[config.mk]
export PLATFORM = sky130hd
export DESIGN_NAME = wb_sequencer
export DESIGN_NICKNAME = d
export VERILOG_FILES = /design/src/rtl/wb_seq_pkg.sv /design/src/rtl/wb_timeout_cnt.sv /design/src/rtl/wb_sequencer.sv
export SDC_FILE = /design/constraint.sdc
export NUM_CORES = 1
export LEC_CHECK = 0
export CORE_MARGIN = 5
export CORE_UTILIZATION = 45
export CTS_CLUSTER_DIAMETER = 120
export DETAILED_ROUTE_END_ITERATION = 10
export HOLD_SLACK_MARGIN = 0.06
export PLACE_DENSITY = 0.8
export SLEW_MARGIN = 20
export SYNTH_ARGS = -nofsm -noshare
export SYNTH_HDL_FRONTEND = slang
export SYNTH_SLANG_ARGS = --single-unit
[constraint.sdc]
create_clock -name clk -period 4.2 [get_ports clk]
set_input_delay 0.63 -clock clk [delete_from_list [all_inputs] [get_ports clk]]
set_output_delay 0.63 -clock clk [all_outputs]
set_load 0.02 [all_outputs]
[src/rtl/wb_seq_pkg.sv]
// Shared encodings for the writeback sequencer: op classes, RegDst and
// write-data select codes, FSM states and the default memory timeout.
package wb_seq_pkg;

  localparam int unsigned DEF_MEM_TIMEOUT = 15;

  localparam logic [2:0] OP_R_TYPE = 3'd0;
  localparam logic [2:0] OP_I_TYPE = 3'd1;
  localparam logic [2:0] OP_LOAD   = 3'd2;
  localparam logic [2:0] OP_JAL    = 3'd3;
  localparam logic [2:0] OP_PUSH   = 3'd4;
  localparam logic [2:0] OP_POP    = 3'd5;
  localparam logic [2:0] OP_XCHG   = 3'd6;
  localparam logic [2:0] OP_RSVD   = 3'd7;

  localparam logic [2:0] DST_RT = 3'd0;
  localparam logic [2:0] DST_RD = 3'd1;
  localparam logic [2:0] DST_RS = 3'd2;
  localparam logic [2:0] DST_RA = 3'd3;
  localparam logic [2:0] DST_SP = 3'd4;

  // Architectural register numbers selected by the DST_RA / DST_SP codes.
  localparam logic [4:0] REG_RA = 5'd31;
  localparam logic [4:0] REG_SP = 5'd29;

  localparam logic [2:0] SRC_ALU    = 3'd0;
  localparam logic [2:0] SRC_MEM    = 3'd1;
  localparam logic [2:0] SRC_PC4    = 3'd2;
  localparam logic [2:0] SRC_SP_ADJ = 3'd3;
  localparam logic [2:0] SRC_B_REG  = 3'd4;

  typedef enum logic [2:0] {
    ST_IDLE     = 3'd0,
    ST_WAIT_MEM = 3'd1,
    ST_WR1      = 3'd2,
    ST_WR2      = 3'd3,
    ST_DONE     = 3'd4
  } state_e;

  function automatic logic [4:0] dst_regnum(input logic [2:0] dst, input logic [4:0] rt,
                                            input logic [4:0] rd, input logic [4:0] rs);
    case (dst)
      DST_RD:  return rd;
      DST_RS:  return rs;
      DST_RA:  return REG_RA;
      DST_SP:  return REG_SP;
      default: return rt;
    endcase
  endfunction

  function automatic logic wb_src_valid(input logic [2:0] src);
    return src <= SRC_B_REG;
  endfunction

  function automatic logic is_mem_op(input logic [2:0] op);
    return (op == OP_LOAD) || (op == OP_POP);
  endfunction

endpackage

[src/rtl/wb_timeout_cnt.sv]
// WAIT_MEM timeout counter; expired_o flags that the count reaches LIMIT
// on the next enabled edge.
module wb_timeout_cnt
  import wb_seq_pkg::*;
#(
  parameter int unsigned LIMIT = DEF_MEM_TIMEOUT
) (
  input  logic clk,
  input  logic reset_n,
  input  logic clear_i,
  input  logic enable_i,
  output logic expired_o
);

  localparam int unsigned CW = $clog2(LIMIT + 1);

  logic [CW-1:0] cnt_q;

  always_ff @(posedge clk or negedge reset_n) begin
    if (!reset_n) begin
      cnt_q <= '0;
    end else if (clear_i) begin
      cnt_q <= '0;
    end else if (enable_i) begin
      cnt_q <= cnt_q + CW'(1);
    end
  end

  assign expired_o = (cnt_q == CW'(LIMIT - 1));

endmodule

[src/rtl/wb_sequencer.sv]
// Moore writeback sequencer driving RegDst / write-data select and RF write enable.
// Optional XCHG op (second write rs<-B_REG) enabled by `define WB_SEQ_XCHG_EN.
module wb_sequencer
  import wb_seq_pkg::*;
#(
  parameter int unsigned MEM_TIMEOUT = DEF_MEM_TIMEOUT
) (
  input  logic       clk,
  input  logic       reset_n,
  input  logic       start,
  input  logic [2:0] op_class,
  input  logic       mem_ready,
  input  logic       flush,
  output logic [2:0] reg_dst,
  output logic       reg_write,
  output logic [2:0] wb_src,
  output logic       sp_inc,
  output logic       busy,
  output logic       done,
  output logic       err
);

  function automatic logic op_legal(input logic [2:0] op);
`ifdef WB_SEQ_XCHG_EN
    return op != OP_RSVD;
`else
    return (op != OP_RSVD) && (op != OP_XCHG);
`endif
  endfunction

  function automatic logic two_write(input logic [2:0] op);
`ifdef WB_SEQ_XCHG_EN
    return (op == OP_POP) || (op == OP_XCHG);
`else
    return op == OP_POP;
`endif
  endfunction

  state_e     state_q, state_d;
  logic [2:0] op_q, op_d;
  logic [2:0] dst_q, dst_d, src_q, src_d;
  logic       rw_q, rw_d, inc_q, inc_d, busy_q, done_q, err_q, err_d;
  logic       tmo_clear, tmo_en, tmo_expired;

  wb_timeout_cnt #(.LIMIT(MEM_TIMEOUT)) u_tmo (
    .clk       (clk),
    .reset_n   (reset_n),
    .clear_i   (tmo_clear),
    .enable_i  (tmo_en),
    .expired_o (tmo_expired)
  );

  always_comb begin
    state_d   = state_q;
    op_d      = op_q;
    err_d     = 1'b0;
    tmo_clear = 1'b0;
    tmo_en    = 1'b0;
    if (flush) begin
      state_d = ST_IDLE;
    end else begin
      case (state_q)
        ST_IDLE: begin
          if (start) begin
            op_d = op_class;
            if (!op_legal(op_class)) begin
              state_d = ST_DONE;
              err_d   = 1'b1;
            end else if (is_mem_op(op_class)) begin
              state_d   = ST_WAIT_MEM;
              tmo_clear = 1'b1;
            end else begin
              state_d = ST_WR1;
            end
          end
        end
        ST_WAIT_MEM: begin
          if (mem_ready) begin
            state_d = ST_WR1;
          end else begin
            tmo_en = 1'b1;
            if (tmo_expired) begin
              state_d = ST_DONE;
              err_d   = 1'b1;
            end
          end
        end
        ST_WR1:  state_d = two_write(op_q) ? ST_WR2 : ST_DONE;
        ST_WR2:  state_d = ST_DONE;
        ST_DONE: state_d = ST_IDLE;
        default: state_d = ST_IDLE;
      endcase
    end
  end

  // Outputs decode from the next state so they register on the same edge as the state.
  always_comb begin
    rw_d  = 1'b0;
    dst_d = DST_RT;
    src_d = SRC_ALU;
    inc_d = 1'b0;
    if (state_d == ST_WR1) begin
      rw_d = 1'b1;
      case (op_d)
        OP_R_TYPE:        dst_d = DST_RD;
        OP_LOAD, OP_POP:  src_d = SRC_MEM;
        OP_JAL:           begin dst_d = DST_RA; src_d = SRC_PC4;    end
        OP_PUSH:          begin dst_d = DST_SP; src_d = SRC_SP_ADJ; end
        OP_I_TYPE, OP_XCHG: ;
        default: ;
      endcase
    end else if (state_d == ST_WR2) begin
      case (op_d)
        OP_POP: begin
          rw_d  = 1'b1;
          dst_d = DST_SP;
          src_d = SRC_SP_ADJ;
          inc_d = 1'b1;
        end
`ifdef WB_SEQ_XCHG_EN
        OP_XCHG: begin
          rw_d  = 1'b1;
          dst_d = DST_RS;
          src_d = SRC_B_REG;
        end
`endif
        default: ;
      endcase
    end
  end

  always_ff @(posedge clk or negedge reset_n) begin
    if (!reset_n) begin
      state_q <= ST_IDLE;
      op_q    <= '0;
      dst_q   <= '0;
      src_q   <= '0;
      rw_q    <= 1'b0;
      inc_q   <= 1'b0;
      busy_q  <= 1'b0;
      done_q  <= 1'b0;
      err_q   <= 1'b0;
    end else begin
      state_q <= state_d;
      op_q    <= op_d;
      dst_q   <= dst_d;
      src_q   <= src_d;
      rw_q    <= rw_d;
      inc_q   <= inc_d;
      busy_q  <= (state_d != ST_IDLE);
      done_q  <= (state_d == ST_DONE);
      err_q   <= err_d;
    end
  end

  assign reg_dst   = dst_q;
  assign wb_src    = src_q;
  assign reg_write = rw_q;
  assign sp_inc    = inc_q;
  assign busy      = busy_q;
  assign done      = done_q;
  assign err       = err_q;

endmodule

# [After elaboration in Yosys (flattened, before gate mapping)]
# Index checks and enable logic that the tools add are counted.
[totals] register_bits=21 output_inout_bits=11
[op_classes] add_sub_neg=1 n_eq_ne=16 mux=39 n_reduce_logical=7
[op_table] operator="two-way mux 3 bit" n=13
[op_table] operator="== test 3 x 2 -> 1 bit, second input constant" n=7
[op_table] operator="two-way mux 1 bit" n=17
[op_table] operator="== test 3 bit, second input constant" n=5
[op_table] operator="one-hot mux 3 bit (4 select lines)" n=1
[op_table] operator="one-hot mux 3 bit (3 select lines)" n=1
[op_table] operator="two-way mux 4 bit" n=2
[op_table] operator="logical NOT 3 bit" n=2
[op_table] operator="two-way mux 2 bit" n=3
[op_table] operator="!= test 3 bit, second input constant" n=2
[op_table] operator="one-hot mux 2 bit (3 select lines)" n=1
[op_table] operator="adder 4 x 1 -> 4 bit, second input constant" n=1
[op_table] operator="== test 4 bit, second input constant" n=1
[op_table] operator="== test 3 x 1 -> 1 bit, second input constant" n=1
[op_table] operator="nonzero test 3 bit" n=1
[op_table] operator="one-hot mux 1 bit (2 select lines)" n=1
[op_table] operator="nonzero test 2 bit" n=1
[op_table] operator="OR reduction 2 bit" n=1
[op_table] operator="logical AND 1 bit" n=1
[op_table] operator="logical OR 1 bit" n=1

# [Depth between registers and ports, before layout]
[depth] ltp_word=10 ltp_mapped=7 mapped_depth_nobuf=7

# [Cells and area by module]
# Synthesis repeated with hierarchy kept, for this count alone.
[hier_totals] hier_cells=98 hier_area_um2=1057.3
[modules_own_cells] mod="wb_sequencer" instances=1 cells_each=78 area_per_inst_um2=837.1
[modules_own_cells] mod="wb_timeout_cnt" instances=1 cells_each=20 area_per_inst_um2=220.2

# [Worst setup path after synthesis]
# OpenSTA, ideal clock, no wires.
[synth_timing] path_type="input to register" start="input port flush" end="register src_q[1], in the netlist wb_src[1]" arrival_ns=2.112 path_slack_ns=1.987 path_stages=6 path_cell_list="or3_1 > or3b_1 > buf_6 > mux2i_2 > mux2_2 > o32ai_1"
[synth_via] elab_chain_cells=5 word_cells_on_any_way=13 cone_classes="eq/ne: 6; mux: 6; reduce/logical: 1"
[synth_rtl] item="start: declaration" line="wb_sequencer.sv:13" text="input logic flush,"
[synth_rtl] item="two-way mux 3 bit" line="wb_sequencer.sv:59" text="if (flush) begin"
[synth_rtl] item="== test 3 bit or == test 3 x 2 -> 1 bit (tied branches)" line="wb_sequencer.sv:104, wb_sequencer.sv:113"
[synth_rtl] item="OR reduction 2 bit or two-way mux 2 bit (tied branches)" line="wb_sequencer.sv:104, wb_sequencer.sv:113"
[synth_rtl] item="one-hot mux 2 bit (3 select lines) or two-way mux 2 bit (tied branches)" line="wb_sequencer.sv:104, wb_sequencer.sv:112"
[synth_rtl] item="two-way mux 3 bit *" line="wb_sequencer.sv:102" text="if (state_d == ST_WR1) begin"
[synth_rtl] item="via src_d[1]" line="wb_sequencer.sv:41" text="logic [2:0] dst_q, dst_d, src_q, src_d;"
[synth_rtl] item="end signal: assignment" line="wb_sequencer.sv:147" text="src_q <= src_d;"
[synth_rtl] item="end: declaration" line="wb_sequencer.sv:41"
# Mark *: on every way through the listed nets, which the timed path passes. The rest lies on a longest branch.
# A chain may end at the register's enable or synchronous reset.

# [Final worst setup path]
# Ends and elaborated chain as after synthesis.

==> flow_summary.yaml <==
timing:
  drv_slew: 0
  tightest_slew_ps: 827.2
  slew-limit-headroom_pct: 44.68
  final_hold_viol_count: 0
  fin_skew_ps: 2.402
  setup_tns_ps: 0
  fin_crit_sh_pct: 63.17
  rsz0062_at_grt: "false"
  holdWs_ps: 536.1
  fmax_mhz: 376.9
  finalSetupViolations: 0
  fin_crit_ps: 2653
worst_setup_path:
  cp_max_fo: 7
  crit_arrival_ps: 2860
  r2r-start: "state_q[2]"
  worstSetupPathType: "in2reg"
  cp-start-kind: "input pin"
  end_kind: "flop"
  r2r_setup_slack_ps: 1900
  crit_required_ps: 4410
  critPathLaunch: "flush"
global_routing:
  met3_usage_pct: 2.036
  grt_overflow_total: 0
  groute.usage.overall_pct: 11.69
  grt_pass1_wl_um: 2925
  use_met2_pct: 18.23
  grt_max_degree: 21
  top_usage_layer: "met2"
  grt_use_met1_pct: 14.65
  grt_pass1_vias: 689
  antenna_found_initial: 0
hold_path:
  min_from: "u_tmo.cnt_q[0]"
  hp-class: "reg2reg"
clocking:
  cts_resized: 0
  cts_setup_buffers: 0
  clkTransAtPathRegs_ps: 110
  cts_tree: "yes"
  cts-root-buf: "clkbuf_4"
  htree_levels: 1
  clkSinkCount: 20
  cts.hold.buffers_added: 0
  clk_path_buf_depth: 2
  clock_latency_ps: 300
  cts_inserted_buffers: 3
final_layout:
  multi_input_area_sq_um: 459.2
  final_cells: 138
  regArea_sq_um: 500.5
  diodes: 0
  layout.nets: 121
  drive_gt1_share_pct: 10.00
  syn_to_final_growth_pct: 20.97
  fillCellCount: 194
power_and_ir_drop:
  pwr_density_cell_mw_per_mm2: 377.7
  p_leak_nw: 0.5396
  peakVddDrop_mv: 0.2065
status:
  run_status: "finished, final reports clean"
yosys:
  synthCells: 92
  async_reset_ff_share_pct: 100.0
  synth_seq_area_share_pct: 49.63
  yosysUniqueCellTypes: 36
  syn-mean-instance-area_sq_um: 10.96
  yosys_warnings: 0
  synthesis.area_sq_mm: 0.001008
  ys_dominant_reg_cell: "dfrtp_1"
  synth-edff-count: 0
  syn-num-nets: 102
  ys_seq_elements: 20
placed_design:
  place.gp.congestion: 0.8858
  dp.cells: 134
  port_buffers: 17
  dp_hpwl_um: 1405
floorplanning:
  start_util_pct: 46.48
  die_h_um: 57.34
  fp.coreArea_sq_mm: 0.002170
  die_w_um: 57.34
  ioPinCount: 19
  die_area_sq_mm: 0.003288
  num_rows: 17
routing:
  ant_nets: 0
  vias: 743
  wl_per_cell_um: 13.03
  wl_um: 1798
  viasPerCell: 5.384
  drt_iter0_drc: 18
  first_pass_iters: 4
  drc_errors: 0
job:
  max_cap_violations: 0
## final timing paths
path                                  end  cells after the start
max                             wb_src[1]                      6
min                        u_tmo.cnt_q[0]                      1
max reg2reg                     wb_src[1]                      5
min reg2reg                u_tmo.cnt_q[0]                      1
max in group asynchronous             err                      1
min in group asynchronous      reg_dst[0]                      1
## layer usage
metal	vias up	routed length (um)
met2	36	848
met5	-	0
met4	0	55
met3	5	111
met1	345	782
li1	357	-
## registers in the layout (all words and copies together) (netlist names)
register	count
state_q	3
err	1
busy	1
wb_src	2
reg_dst	3
op_q	3
u_tmo.cnt_q	4
reg_write	1
done	1
sp_inc	1
## synth_stat cells (all sizes together) (3+ instances only)
library cell | number | area (sq um)
nand2 | 3 | 11.26
nor2 | 10 | 37.54
a21oi | 3 | 15.01
dfrtp | 20 | 500.5
inv | 5 | 18.77
buf | 3 | 30.03
nor3 | 4 | 30.03
nand2b | 3 | 18.77
nor2b | 4 | 25.02
mux2i | 5 | 66.31
mux2 | 3 | 33.78
nand3 | 4 | 20.02
## report_power, final
part / leakage [nW] / internal, mW / switching, mW
logic: 0.251 / 0.0567 / 0.0615
registers: 0.268 / 0.213 / 0.0193
clock network: 0.0210 / 0.0529 / 0.0572
## cell type report
class	instances	area share [%]
repair buffers	17	13.95
well taps	28	2.872
multi-input cells	64	37.64
clock buffers	4	2.974
flip-flops and latches	20	41.03
inverters	5	1.538
## stage by stage
stage	util [%]	worst slack, ps	power [mW]	area, sq um
after global routing	56.23	1482	0.4876	1220
after floorplan	-	1987	0.3186	1008
after CTS	56.23	1565	0.4642	1220
after detailed placement	54.56	1255	0.3552	1184
after global placement	54.56	1320	0.3492	1184
final	56.23	1547	0.4608	1220
## critical path, cell delays in order
cell	delay [ps]
clkdlybuf4s50_1	510
or3_1	420
or3b_1	540
mux2i_2	260
mux2_2	290
o32ai_1	210
## cell usage in the layout, fill, tap and decap left out, types with 3 or more instances in the layout
cell type / netlist / layout
nand2_1: 3 / 3
clkbuf_4: 0 / 3
nor2b_1: 4 / 4
dfrtp_1: 20 / 20
nor2_1: 10 / 10
inv_1: 5 / 5
nand3_1: 4 / 4
nand2b_1: 3 / 3
a21oi_1: 3 / 3
mux2i_1: 3 / 3
mux2_2: 3 / 3
clkdlybuf4s50_1: 0 / 17
## logic make-up after synthesis
group / synth area share, %
mux: 9.925
flops: 49.63
buf+inv: 4.839
simple gates: 23.33
xor+xnor: 3.475
compound gates: 5.955
fa+ha+maj: 2.481
other cells: 0.3719
(Power assumes the default switching activity.)
